<file path="src/rtl/conv2d_pkg.sv">
// Shared state encoding, sizing helpers and defaults for the conv2d schedulers.
package conv2d_pkg;

    localparam int unsigned DEF_TIMEOUT_CYCLES = 1024;
    localparam int unsigned DEF_POST_LATENCY   = 2;

    typedef enum logic [6:0] {
        S_IDLE  = 7'b000_0001,
        S_START = 7'b000_0010,
        S_WAIT  = 7'b000_0100,
        S_ACC   = 7'b000_1000,
        S_POST  = 7'b001_0000,
        S_OUT   = 7'b010_0000,
        S_ERR   = 7'b100_0000
    } sched_state_e;

    function automatic int unsigned clog2_min1(input int unsigned n);
        return (n > 1) ? $clog2(n) : 1;
    endfunction

    function automatic int unsigned ch_width(input int unsigned n_chan);
        return $clog2((n_chan > 1) ? n_chan : 2);
    endfunction

    function automatic int unsigned wdt_width(input int unsigned timeout);
        return clog2_min1(timeout);
    endfunction

endpackage

</file>
<file path="src/rtl/conv2d_wdt.sv">
// Loadable watchdog counter: clear, load, count-enable; saturates at LIMIT-1
// and flags expiry there instead of wrapping.
module conv2d_wdt
    import conv2d_pkg::*;
#(
    parameter int unsigned LIMIT = DEF_TIMEOUT_CYCLES,
    parameter int unsigned WIDTH = wdt_width(LIMIT)
) (
    input  logic             clk,
    input  logic             rst,
    input  logic             clr_i,
    input  logic             load_i,
    input  logic [WIDTH-1:0] load_val_i,
    input  logic             en_i,
    output logic             expire_o
);

    localparam logic [WIDTH-1:0] LAST = WIDTH'(LIMIT - 1);

    logic [WIDTH-1:0] cnt_q, cnt_d;

    always_comb begin
        cnt_d = cnt_q;
        if (clr_i) begin
            cnt_d = '0;
        end else if (load_i) begin
            cnt_d = load_val_i;
        end else if (en_i && (cnt_q < LAST)) begin
            cnt_d = cnt_q + 1'b1;
        end
    end

    always_ff @(posedge clk or posedge rst) begin
        if (rst) begin
            cnt_q <= '0;
        end else begin
            cnt_q <= cnt_d;
        end
    end

    assign expire_o = (cnt_q == LAST);

endmodule

</file>
<file path="src/rtl/conv2d_chan_sched.sv">
// Sequences one conv2d_channel engine across every input channel of a job,
// then runs bias/activation and presents the result via out_valid/out_ready.
module conv2d_chan_sched
    import conv2d_pkg::*;
#(
    parameter int unsigned IN_CHANNEL     = 3,
    parameter int unsigned POST_LATENCY   = DEF_POST_LATENCY,
    parameter int unsigned TIMEOUT_CYCLES = DEF_TIMEOUT_CYCLES,
    parameter int unsigned CH_W           = ch_width(IN_CHANNEL)
) (
    input  logic            clk,
    input  logic            rst,
    input  logic            valid,
    output logic            ready,
    input  logic            abort,
    output logic [CH_W-1:0] chan_sel,
    output logic            eng_start,
    input  logic            eng_done,
    output logic            acc_clear,
    output logic            acc_en,
    output logic            post_en,
    output logic            out_valid,
    input  logic            out_ready,
    output logic            busy,
    output logic            err_timeout
);

    localparam int unsigned     PC_W      = clog2_min1(POST_LATENCY);
    localparam logic [CH_W-1:0] LAST_CH   = CH_W'(IN_CHANNEL - 1);
    localparam logic [PC_W-1:0] LAST_POST = PC_W'(POST_LATENCY - 1);

    sched_state_e    state_q, state_d;
    logic [CH_W-1:0] chan_idx_q, chan_idx_d;
    logic [PC_W-1:0] post_cnt_q, post_cnt_d;
    logic            acc_clear_d;
    logic            wdt_clr, wdt_en, wdt_expire;

    logic eng_start_q, acc_clear_q, acc_en_q, post_en_q, out_valid_q, busy_q, err_q;

    conv2d_wdt #(
        .LIMIT(TIMEOUT_CYCLES)
    ) u_wdt (
        .clk        (clk),
        .rst        (rst),
        .clr_i      (wdt_clr),
        .load_i     (1'b0),
        .load_val_i ('0),
        .en_i       (wdt_en),
        .expire_o   (wdt_expire)
    );

    always_comb begin
        state_d     = state_q;
        chan_idx_d  = chan_idx_q;
        post_cnt_d  = post_cnt_q;
        acc_clear_d = 1'b0;
        wdt_clr     = 1'b0;
        wdt_en      = 1'b0;
        if (abort) begin
            state_d    = S_IDLE;
            chan_idx_d = '0;
            post_cnt_d = '0;
        end else begin
            unique case (state_q)
                S_IDLE: begin
                    if (valid) begin
                        state_d     = S_START;
                        chan_idx_d  = '0;
                        acc_clear_d = 1'b1;
                    end
                end
                S_START: begin
                    state_d = S_WAIT;
                    wdt_clr = 1'b1;
                end
                S_WAIT: begin
                    // done takes precedence over an expiry landing in the same cycle
                    if (eng_done) begin
                        state_d = S_ACC;
                    end else if (wdt_expire) begin
                        state_d = S_ERR;
                    end else begin
                        wdt_en = 1'b1;
                    end
                end
                S_ACC: begin
                    if (chan_idx_q == LAST_CH) begin
                        state_d    = S_POST;
                        post_cnt_d = '0;
                    end else begin
                        state_d    = S_START;
                        chan_idx_d = chan_idx_q + 1'b1;
                    end
                end
                S_POST: begin
                    if (post_cnt_q == LAST_POST) begin
                        state_d = S_OUT;
                    end else begin
                        post_cnt_d = post_cnt_q + 1'b1;
                    end
                end
                S_OUT: begin
                    if (out_ready) begin
                        state_d    = S_IDLE;
                        chan_idx_d = '0;
                    end
                end
                S_ERR:   state_d = S_ERR;
                default: state_d = S_IDLE;
            endcase
        end
    end

    // Strobes are registered from the next state so they line up with it
    // and never see eng_done/out_ready combinationally.
    always_ff @(posedge clk or posedge rst) begin
        if (rst) begin
            state_q     <= S_IDLE;
            chan_idx_q  <= '0;
            post_cnt_q  <= '0;
            eng_start_q <= 1'b0;
            acc_clear_q <= 1'b0;
            acc_en_q    <= 1'b0;
            post_en_q   <= 1'b0;
            out_valid_q <= 1'b0;
            busy_q      <= 1'b0;
            err_q       <= 1'b0;
        end else begin
            state_q     <= state_d;
            chan_idx_q  <= chan_idx_d;
            post_cnt_q  <= post_cnt_d;
            eng_start_q <= (state_d == S_START);
            acc_clear_q <= acc_clear_d;
            acc_en_q    <= (state_d == S_ACC);
            post_en_q   <= (state_d == S_POST);
            out_valid_q <= (state_d == S_OUT);
            busy_q      <= (state_d != S_IDLE);
            err_q       <= (state_d == S_ERR);
        end
    end

    assign ready       = (state_q == S_IDLE);
    assign chan_sel    = chan_idx_q;
    assign eng_start   = eng_start_q;
    assign acc_clear   = acc_clear_q;
    assign acc_en      = acc_en_q;
    assign post_en     = post_en_q;
    assign out_valid   = out_valid_q;
    assign busy        = busy_q;
    assign err_timeout = err_q;

endmodule

</file>
<file path="config.mk">
export PLATFORM = sky130hd
export DESIGN_NAME = conv2d_chan_sched
export DESIGN_NICKNAME = d
export VERILOG_FILES = /design/src/rtl/conv2d_pkg.sv /design/src/rtl/conv2d_wdt.sv /design/src/rtl/conv2d_chan_sched.sv
export SDC_FILE = /design/constraint.sdc
export NUM_CORES = 1
export LEC_CHECK = 0
export ABC_CLOCK_PERIOD_IN_PS = 2300
export CORE_MARGIN = 3
export CORE_UTILIZATION = 50
export CTS_CLUSTER_SIZE = 24
export DETAILED_ROUTE_END_ITERATION = 8
export PLACE_DENSITY = 0.73
export SYNTH_ARGS = -nofsm -noshare
export SYNTH_HDL_FRONTEND = slang
export SYNTH_SLANG_ARGS = --single-unit
</file>
<file path="constraint.sdc">
create_clock -name clk -period 2.3 [get_ports clk]
set_input_delay 0.46 -clock clk [delete_from_list [all_inputs] [get_ports clk]]
set_output_delay 0.46 -clock clk [all_outputs]
set_load 0.02 [all_outputs]
</file>
# After elaboration in Yosys (flattened, before gate mapping)
# Cells that the tools add are included.
[totals] elab_cells=68 out_inout_bits=10 ff_bits=27
[classes] eq_ne=19 n_lt_le_gt_ge=1 reduce_logical=6 n_mux=28 addsub=3
[op_table] op="one-hot mux 7 bit (7 select lines)" n=1
[op_table] op="two-way mux 7 bit" n=6
[op_table] op="two-way mux 10 bit" n=2
[op_table] op="== test 7 x 2 -> 1 bit, second input constant" n=2
[op_table] op="== test 7 x 4 -> 1 bit, second input constant" n=2
[op_table] op="== test 7 x 5 -> 1 bit, second input constant" n=2
[op_table] op="== test 7 x 6 -> 1 bit, second input constant" n=2
[op_table] op="== test 7 bit, second input constant" n=2
[op_table] op="two-way mux 1 bit" n=12
[op_table] op="adder 10 x 1 -> 10 bit, second input constant" n=1
[op_table] op="== test 10 bit, second input constant" n=1
[op_table] op="less-than comparator 10 bit, second input constant" n=1
[op_table] op="inequality test 3 bit, second input constant" n=3
[op_table] op="two-way mux 2 bit" n=4
[op_table] op="== test 7 x 1 -> 1 bit, second input constant" n=1
[op_table] op="== test 7 x 3 -> 1 bit, second input constant" n=1
[op_table] op="inequality test 7 x 1 -> 1 bit, second input constant" n=1
[op_table] op="one-hot mux 2 bit (3 select lines)" n=1
[op_table] op="two-way mux 5 bit" n=1
[op_table] op="AND reduction 4 bit" n=1
[op_table] op="nonzero test 4 bit" n=1
[op_table] op="inequality test 3 x 2 -> 1 bit, second input constant" n=1
[op_table] op="nonzero test 3 bit" n=1
[op_table] op="adder 2 x 1 -> 2 bit, second input constant" n=1
[op_table] op="6 further kinds" n=6

# Depth between registers and ports, before layout
[depth] depth_word=8 ltp_mapped=7 mapped_depth_nobuf=6

# Hierarchy
# A second synthesis with hierarchy kept.
[unflattened] cells_unflattened=173 area_unflattened_um2=1660.3
[modules_own_cells] mod="conv2d_chan_sched" area_each_um2=979.7 seq_area_each_um2=426.7 cells_each=99 instances=1
[modules_own_cells] mod="conv2d_wdt" area_each_um2=680.7 seq_area_each_um2=250.2 cells_each=74 instances=1

# Worst setup path after synthesis
# Ideal clock, no wire load.
[synth_path] kind="register to register" from="register state_q[6]" to="register u_wdt.cnt_q[6]" path_stages_with_launch=7 required_time_ns=2.223 arrival_ns=2.160 n_path_buf=2 synth_period_minus_slack_ns=2.238 setup_slack_ns=0.062 cell_sequence="dfrtp_1 -> buf_6 -> or4_4 -> or4_1 -> buf_2 -> or4_1 -> a21oi_1"
[synth_between] elab_chain_len=5 elab_cells_between_ends=9 classes_between="2 x eq/ne; 5 x mux; 2 x reduce/logical"
[synth_rtl] item="start: declaration" line="conv2d_chan_sched.sv:32" rtl="sched_state_e state_q, state_d;"
[synth_rtl] item="start signal: assignment" line="conv2d_chan_sched.sv:129" rtl="state_q <= state_d;"
[synth_rtl] item="== test 7 x 3 -> 1 bit" line="conv2d_chan_sched.sv:64" rtl="unique case (state_q)"
[synth_rtl] item="two-way mux 1 bit" line="conv2d_chan_sched.sv:64"
[synth_rtl] item="two-way mux 1 bit" line="conv2d_chan_sched.sv:59" rtl="if (abort) begin"
[synth_rtl] item="logical AND 1 bit" line="conv2d_wdt.sv:28" rtl="end else if (en_i && (cnt_q < LAST)) begin"
[synth_rtl] item="nonzero test 2 bit (no source line)"
[synth_rtl] item="end signal: assignment" line="conv2d_wdt.sv:37" rtl="cnt_q <= cnt_d;"
[synth_rtl] item="end: declaration" line="conv2d_wdt.sv:20" rtl="logic [WIDTH-1:0] cnt_q, cnt_d;"
# Several ways; a longest one is shown, not always the timed one.
# A chain may end at the register's enable or synchronous reset.

# Worst setup path after layout
[layout_path] from="input eng_done" to="register u_wdt.cnt_q[3]"
[layout_between] elab_chain_len=5
[layout_rtl] item="start: declaration" line="conv2d_chan_sched.sv:18" rtl="input logic eng_done,"
[layout_rtl] item="two-way mux 1 bit" line="conv2d_chan_sched.sv:78" rtl="if (eng_done) begin"
[layout_rtl] item="two-way mux 1 bit" line="conv2d_chan_sched.sv:64"
[layout_rtl] item="two-way mux 1 bit" line="conv2d_chan_sched.sv:59"
[layout_rtl] item="logical AND 1 bit" line="conv2d_wdt.sv:28"
[layout_rtl] item="nonzero test 2 bit (no source line)"
# Every way passes these cells.

==> flow_summary.json <==
{
  "path_class": "in -> reg",
  "grt_max_degree": 28,
  "ys_ff_latch": 27,
  "outcome": "finished, final reports clean",
  "drc": 0,
  "pwr-share-seq": 0.537,
  "clk_path_buf_depth": 2,
  "dp_hpwl_um": 2750,
  "htree_levels": 1,
  "p_leak_nw": 0.780,
  "crit_path_end_kind": "flop",
  "synth_cells": 168,
  "final_common_cell": "dfrtp_1",
  "synth_top_area_share": 0.426,
  "nets": 206,
  "final_cell_mix": "26 x dfrtp_1, 21 x buf_4, 16 x a21oi_1, 15 x nand2_1, 14 x clkdlybuf4s50_1",
  "vdd_drop_max_uv": 367,
  "globalRouteOverflowTotal": 0,
  "power.total_uw": 933,
  "yosysUniqueCellTypes": 41,
  "die_w_um": 61.3,
  "vias": 1450,
  "skew_ps": 1.70,
  "post_drt_wl_per_cell_um": 16.6,
  "intPower_uw": 652,
  "start_util": 0.540,
  "cap_viol_max_count": 0,
  "hold_viol": 0,
  "antenna_found_initial": 0,
  "swShare": 0.301,
  "cp_max_fo": 10,
  "port_buffers": 15,
  "syn_area_mm2": 0.00153,
  "yosys.area.top_type": "dfrtp_1",
  "diodes": 0,
  "clockRootBuffer": "clkbuf_4",
  "die_area_mm2": 0.00375,
  "critPathMaxStageDelay_ps": 570,
  "hold_path_class": "in -> async",
  "powerDensity_mw_per_mm2": 499,
  "yosys_warnings": 0,
  "clkPwrFrac": 0.231,
  "grt_usage": 0.229,
  "final_cell_count_no_fill": 228,
  "insertion_delay_ps": 340,
  "layout-drive-gt1-share": 0.223,
  "cts-buffers-inserted": 3,
  "final_antenna_net_count": 0,
  "io_pins": 16,
  "drt_iter0_markers": 127,
  "post-route-min-period_ps": 2280,
  "p_comb_frac": 0.232,
  "slew_headroom": 0.651,
  "drtPass1Iterations": 4,
  "slew_viol_final": 0,
  "critPathLaunchType": "primary input",
  "clock-sinks": 27,
  "cp.arrival_ps": 2570,
  "synth_nets": 176,
  "totalWireLength_um": 3790,
  "timing.critical_path.cells": "clkdlybuf4s50_1, or3b_2, or4_4, or4_1, a21oi_2",
  "cts_tree": "done",
  "rsz0062_at_grt": "true",
  "crit_required_ps": 2590,
  "rr_startpoint": "state_q[4]",
  "setup_violations": 0,
  "fin_crit_sh": 0.993,
  "post-place-cells": 221,
  "num_rows": 19,
  "worst_pin_slew_ps": 521,
  "p_switching_uw": 280,
  "avgSynthCellArea_um2": 9.09,
  "place_congestion": 0.928,
  "synth_seq_area_share": 0.443,
  "syn_to_final_growth_pct": 22.3,
  "cp_slowest_cell": "or4_4",
  "worst_path_dominant_cell_family": "simple AND/OR/NAND/NOR gates",
  "cts.clk_slew.worst_paths_ps": 150,
  "fmax_mhz": 438,
  "die_h_um": 61.3,
  "r2r_end": "u_wdt.cnt_q[3]",
  "synth.area.top_cells": "dfrtp_1 43%, a21oi_1 5.9%, or4_1 4.4%",
  "reg2reg_setup_slack_ps": 60,
  "cts_hold_buf": 0,
  "routed_via_density": 6.36,
  "grt_pass1_wl_um": 6440,
  "crit_buf_inv": 1,
  "grt_pass1_vias": 1441,
  "reg2reg_depth": 4,
  "coreArea_mm2": 0.00283
}
how the worst max path moves through the flow:
stage                          start              to  slack, ps  cells after the start
final                       eng_done  u_wdt.cnt_q[3]         20                      5
after global placement      eng_done  u_wdt.cnt_q[3]       -330                      5
after detailed placement    eng_done  u_wdt.cnt_q[6]       -390                      5
after global routing        eng_done  u_wdt.cnt_q[6]        -10                      5
after floorplan           state_q[6]  u_wdt.cnt_q[6]         60                      6
after CTS                 state_q[4]           ready         20                      3
flip-flops by register name (all words and copies together), names as in the netlist:
signal and flops:
busy 1, acc_clear 1, post_cnt_q 1, chan_sel 2
u_wdt.cnt_q 10, out_valid 1, acc_en 1, post_en 1
eng_start 1, err_timeout 1, state_q 7
timing repair:
item                       in CTS  in global routing
setup endpoints to repair       7                  5
hold endpoints to repair        0                  0
pin swaps                       1                  0
gates resized for setup         4                  6
setup buffers                   1                  2
tightest hold or removal path, stage by stage:
cell and delay (ps):
clkdlybuf4s50_1 390, inv_1 50, buf_4 310
logic make-up after synthesis:
family | synth area share
simple gates | 0.315
mux | 0.0205
fa+ha+maj | 0.0229
buf+inv | 0.0442
compound gates | 0.154
flops | 0.443
synth_stat cells:
| master | number |
|---|---|
| a211oi_1 | 2 |
| a21o_1 | 1 |
| a21oi_1 | 18 |
| a31o_2 | 1 |
| a31oi_1 | 1 |
| and3_1 | 3 |
| and4_1 | 2 |
| and4b_2 | 1 |
| buf_2 | 3 |
| buf_6 | 1 |
| clkbuf_1 | 7 |
| dfrtp_1 | 26 |
| dfstp_2 | 1 |
| ha_1 | 2 |
| inv_1 | 4 |
| maj3_1 | 1 |
| mux2_2 | 1 |
| mux2i_1 | 2 |
| nand2_1 | 15 |
| nand2b_1 | 2 |
| nand3_1 | 9 |
| nand3b_1 | 2 |
| nand4_1 | 3 |
| nand4bb_1 | 1 |
| nor2_1 | 14 |
| nor3_1 | 4 |
| nor3b_1 | 3 |
| nor4_1 | 3 |
| nor4b_1 | 2 |
| o211ai_1 | 1 |
| o21a_1 | 1 |
| o21ai_0 | 3 |
| o21ba_2 | 1 |
| o21bai_1 | 2 |
| o22ai_1 | 1 |
| o31ai_1 | 5 |
| o41ai_1 | 1 |
| or3_1 | 2 |
| or3b_2 | 6 |
| or4_1 | 9 |
| or4_4 | 1 |
metrics by stage:
stage / hold WS [ps] / cell area (um2) / setup slack [ps] / TNS, ps / utilization
after floorplan: 484 / 1530 / 62.2 / 0 / -
after global placement: 493 / 1800 / -327 / -2280 / 0.636
after detailed placement: 498 / 1800 / -388 / -2740 / 0.636
after CTS: 456 / 1840 / 17.6 / 0 / 0.650
after global routing: 508 / 1870 / -14.5 / -28.7 / 0.660
final: 455 / 1870 / 15.4 / 0 / 0.660
area by class of cell:
cell class | count | area [um2]
well taps | 31 | 38.8
multi-input cells | 126 | 807
flip-flops and latches | 27 | 677
clock inverters | 1 | 5.00
inverters | 4 | 15.0
repair buffers | 36 | 303
clock buffers | 3 | 22.5
fillers | 227 | 961
power by group through the flow:
stage	sequential, mW	clock, mW	combinational [mW]
final	0.501	0.215	0.216
after global routing	0.504	0.231	0.238
after CTS	0.501	0.223	0.218
after detailed placement	0.514	0	0.207
after global placement	0.513	0	0.203
after floorplan	0.514	0	0.121
routing by layer:
metal	wire (um)	global-route usage	part of all wire
met2	1770	0.347	0.47
met1	1770	0.316	0.47
met3	160	0.0356	0.042
met4	89	0.118	0.023
met5	0	0	0
Power figures use the tool's default switching activity.
